--- src/rtl/destuffing_rx.sv ---
// destuffing_rx: CAN receive-side bit destuffer with stuff-error detection.
// Define DESTUFF_STFCNT_EN to enable the modulo-8 stuff-bit counter on stfcnt.
module destuffing_rx #(
    parameter int STUFF_LEN = 5
) (
    input  logic       clock,
    input  logic       reset,
    input  logic       bitin,
    input  logic       activ,
    input  logic       direct,
    output logic       bitout,
    output logic       valid,
    output logic       stuff,
    output logic       stferr,
    output logic [2:0] stfcnt
);

    localparam logic [2:0] RUN_MAX = 3'(STUFF_LEN);

    logic [2:0] count;
    logic       run_bit;
    logic       edged;
    logic       strobe;
    logic       stuff_hit;

    // One processed bit per rising edge of the strobe level.
    assign strobe    = activ && !edged;
    assign stuff_hit = strobe && !direct && (count == RUN_MAX)
                       && (bitin != run_bit);

    always_ff @(posedge clock) begin
        if (!reset) begin
            count   <= '0;
            run_bit <= 1'b0;
            edged   <= 1'b0;
            bitout  <= 1'b1;
            valid   <= 1'b0;
            stuff   <= 1'b0;
            stferr  <= 1'b0;
        end else begin
            valid <= 1'b0;
            edged <= activ;
            if (strobe) begin
                bitout <= bitin;
                if (direct) begin
                    valid <= 1'b1;
                    stuff <= 1'b0;
                    count <= '0;
                end else if (count == '0) begin
                    run_bit <= bitin;
                    count   <= 3'd1;
                    valid   <= 1'b1;
                    stuff   <= 1'b0;
                end else if (count == RUN_MAX) begin
                    if (bitin != run_bit) begin
                        // Stuff bit is discarded but starts the next run.
                        run_bit <= bitin;
                        count   <= 3'd1;
                        stuff   <= 1'b1;
                    end else begin
                        stferr <= 1'b1;
                        stuff  <= 1'b0;
                        count  <= '0;
                    end
                end else if (bitin == run_bit) begin
                    count <= count + 3'd1;
                    valid <= 1'b1;
                    stuff <= 1'b0;
                end else begin
                    run_bit <= bitin;
                    count   <= 3'd1;
                    valid   <= 1'b1;
                    stuff   <= 1'b0;
                end
            end
        end
    end

`ifdef DESTUFF_STFCNT_EN
    logic [2:0] stf_q;

    always_ff @(posedge clock) begin
        if (!reset) begin
            stf_q <= '0;
        end else if (stuff_hit) begin
            stf_q <= stf_q + 3'd1;
        end
    end

    assign stfcnt = stf_q;
`else
    assign stfcnt = 3'b000;
`endif

endmodule
--- config.mk ---
export PLATFORM = sky130hd
export DESIGN_NAME = destuffing_rx
export DESIGN_NICKNAME = d
export VERILOG_FILES = /design/src/rtl/destuffing_rx.sv
export SDC_FILE = /design/constraint.sdc
export NUM_CORES = 1
export LEC_CHECK = 0
export CAP_MARGIN = 20
export CORE_AREA = 3 3 40 42
export CTS_CLUSTER_SIZE = 28
export DETAILED_ROUTE_END_ITERATION = 10
export DIE_AREA = 0 0 43 45
export PLACE_DENSITY = 0.71
export REMOVE_ABC_BUFFERS = 1
export SYNTH_ARGS = -nofsm -noshare
export SYNTH_HDL_FRONTEND = slang
export SYNTH_SLANG_ARGS = --single-unit
export TNS_END_PERCENT = 50
--- constraint.sdc ---
create_clock -name clock -period 3.2 [get_ports clock]
set_input_delay 0.48 -clock clock [delete_from_list [all_inputs] [get_ports clock]]
set_output_delay 0.48 -clock clock [all_outputs]
set_load 0.05 [all_outputs]
==> results.py <==
metrics = {
    "cts": {
        "cts_buffers": 3,
        "clkSlewWorstSetupHoldPaths_ns": 0.06,
        "htree_levels": 1,
        "cts_post_setup_buffers_inserted": 0,
        "ctsResizeCount": 0,
        "clock_path_buffers": 2,
        "clock_latency_ns": 0.26,
        "hold_buffers": 0,
        "cts-root-buf": "clkbuf_4",
        "cts_num_sinks": 9,
        "cts_tree": "yes",
    },
    "timing": {
        "worst_slew_pin_slew_ns": 0.499,
        "drv_slew": 0,
        "min_period_ns": 1.87,
        "setup_viol": 0,
        "slew_headroom_pct": 66.7,
        "whs_ns": 0.455,
        "final-hold-violation-count": 0,
        "setup_tns_ns": 0,
        "clock_skew_ns": 0.00649,
        "period_share_pct": 58.5,
        "rsz0062_at_grt": "no",
        "max_freq_mhz": 534,
    },
    "detailed_routing": {
        "wl_um": 831,
        "wire_per_inst_um": 10.7,
        "wl_met3_um": 49,
        "top_layer": "met4",
        "via_per_inst": 4.96,
        "met2_length_um": 398,
        "ant_nets": 0,
        "vias": 387,
        "wl_met1_um": 368,
        "initialDrtViolationCount": 1,
        "drc": 0,
        "drtPass1Iterations": 4,
    },
    "setup_path": {
        "crit_family": "buffers and inverters",
        "crit_arrival_ns": 1.39,
        "slowest_stage": "clkdlybuf4s50_1",
        "criticalPathCategory": "flop to output port",
        "worstSetupEndpointType": "output port",
        "crit_fanout": 2,
        "critical_path_depth": 1,
        "reg2reg_depth": 5,
        "critPathCapture": "stferr",
        "critPathLaunch": "stferr",
        "worstPathRequired_ns": 2.72,
        "r2r-end": "count[1]",
        "rrSetupSlack_ns": 1.97,
        "start_kind": "flop",
        "path_cells": "clkdlybuf4s50_1",
        "r2r_start": "count[0]",
        "slowest_delay_ns": 0.80,
        "worst-path-buf-inv": 1,
    },
    "global_routing": {
        "grt_pass1_wl_um": 1480,
        "overflow": 0,
        "antenna_found_initial": 0,
        "grt_max_degree": 11,
        "track_usage_pct": 10.4,
        "first_global_vias": 352,
    },
    "synthesis": {
        "synth_area_um2": 463,
        "synth_seq_area_share_pct": 38.9,
        "yosys_warnings": 0,
        "synth.distinct_cells": 26,
        "postSynthCellCount": 54,
        "synth_area_per_cell_um2": 8.57,
        "ys_ff_latch": 9,
    },
    "floorplan": {
        "core_mm2": 0.00128,
        "dieArea_mm2": 0.00194,
        "die-width_um": 43,
        "die_h_um": 45,
        "start_util_pct": 36.0,
        "ios": 12,
        "fp-row-count": 13,
    },
    "pwr": {
        "power_frac_clock_pct": 35.4,
        "switching_share_pct": 27.4,
        "power_density_mw_per_mm2": 432,
        "ir_drop_v": 0.000235,
        "p_int_uw": 177,
        "power_leakage_nw": 0.213,
        "p_comb_share_pct": 16.2,
        "power.share.sequential_pct": 48.3,
        "switchingPower_uw": 66.7,
    },
    "job": {
        "cap_violations": 0,
    },
    "placement": {
        "place.gp.congestion": 0.799,
        "port_buffers": 8,
        "dp_hpwl_um": 644,
        "placedInstanceArea_um2": 538,
    },
    "final_layout": {
        "design_area_um2": 564,
        "drive_gt1_share_pct": 7.94,
        "regArea_um2": 180,
        "antenna_cells": 0,
        "multiInputGateArea_um2": 248,
        "areaGrowthSynthToFinish_pct": 21.9,
        "filler_cell_count": 132,
        "fin_nets": 72,
    },
    "worst_hold_path": {
        "hold_path.class": "flop to flop",
        "hold_depth": 2,
    },
    "run_status": {
        "outcome": "complete, no violations",
    },
}
-- worst register-to-register path, stage by stage, from the launching register on --
cell	delay [ns]
dfxtp_1	0.42
inv_1	0.07
ha_1	0.20
a21oi_2	0.20
nand4b_1	0.14
a21boi_1	0.13
-- Yosys cell counts --
cell type,count,share of area [%]
conb_1,1,0.81
and2_1,1,1.4
xor2_1,1,1.9
dfxtp_1,9,39
a41oi_1,1,1.9
ha_1,3,8.1
nand4_1,2,2.7
buf_2,1,1.1
a21boi_0,1,1.6
nand4b_1,1,1.9
nor2b_1,2,2.7
a21oi_2,1,1.9
a21oi_1,4,4.3
nand2_1,7,5.7
nand3_1,2,2.2
and2b_4,1,2.2
a21boi_1,3,4.9
and2b_1,1,1.6
nor4b_1,1,1.9
o21ai_1,1,1.1
nor2_1,1,0.81
buf_4,3,4.9
clkbuf_1,1,0.81
o21ai_0,1,1.1
inv_1,3,2.4
nand2b_1,1,1.4
-- power groups by stage --
stage	Sequential [mW]	Combinational (mW)	Clock, mW
floorplan	0.126	0.0206	0
global placement	0.120	0.0394	0
detailed placement	0.121	0.0396	0
CTS	0.118	0.0396	0.0902
global route	0.118	0.0429	0.0945
finish	0.118	0.0396	0.0864
-- layout make-up --
| class | instances | share of cell area [%] |
|---|---|---|
| Clock buffer | 4 | 4.66 |
| Sequential cell | 9 | 31.9 |
| Multi-Input combinational cell | 39 | 43.9 |
| Tap cell | 15 | 3.33 |
| Inverter | 3 | 2.00 |
| Timing Repair Buffer | 8 | 14.2 |
-- how the worst min path moves through the flow --
stage | from | to | slack [ns]
after CTS | stuff | stuff | 0.46
after floorplan | count[1] | count[1] | 0.45
after global placement | stuff | stuff | 0.44
after detailed placement | stuff | stuff | 0.45
final | stuff | stuff | 0.46
after global routing | stuff | stuff | 0.49
-- layer usage --
metal / GRT usage (%) / vias to the layer above
met1: 12.6 / 176
met3: 5.98 / 2
met5: 0 / -
met2: 16.2 / 12
li1: - / 197
met4: 1.81 / 0
-- cell families after synthesis --
logic type                 after synthesis  synth area share, %
AOI/OAI and AO/OA                       12                 16.8
xor gates and xnor gates                 1                 1.89
adders and majority gates                3                 8.11
buffers and inverters                    8                 9.19
DFF                                      9                 38.9
other                                    1                0.810
and+or+nand+nor                         20                 24.3
-- metrics by stage --
step | setup WS (ns) | util (%) | cells | power, mW
2_1_floorplan | 2.04 | - | 51 | 0.146
3_3_place_gp | 1.42 | 41.9 | 74 | 0.160
3_5_place_dp | 1.42 | 41.9 | 74 | 0.160
4_1_cts | 1.31 | 43.9 | 78 | 0.248
5_1_grt | 1.28 | 43.9 | 78 | 0.256
6_report | 1.33 | 43.9 | 78 | 0.244
-- flip-flops by register name, indices dropped and copies added (netlist names) --
| name | count |
|---|---|
| bitout | 1 |
| stferr | 1 |
| stuff | 1 |
| count | 3 |
| edged | 1 |
| valid | 1 |
| run_bit | 1 |
-- cell usage in the layout (no fill, tap or decap) --
master / count
dfxtp_1: 9
clkdlybuf4s50_1: 8
nand2_1: 7
a21oi_1: 4
inv_1: 3
a21boi_1: 3
ha_1: 3
conb_1: 3
clkbuf_4: 3
nor2b_1: 2
nand4_1: 2
nand3_1: 2
and2b_1: 1
xor2_1: 1
a21oi_2: 1
and2b_4: 1
a41oi_1: 1
nand2b_1: 1
nor4b_1: 1
nor2_1: 1
o21ai_0: 1
a21boi_0: 1
and2_1: 1
nand4b_1: 1
o21ai_1: 1
clkbuf_1: 1
(Power assumes the default switching activity.)
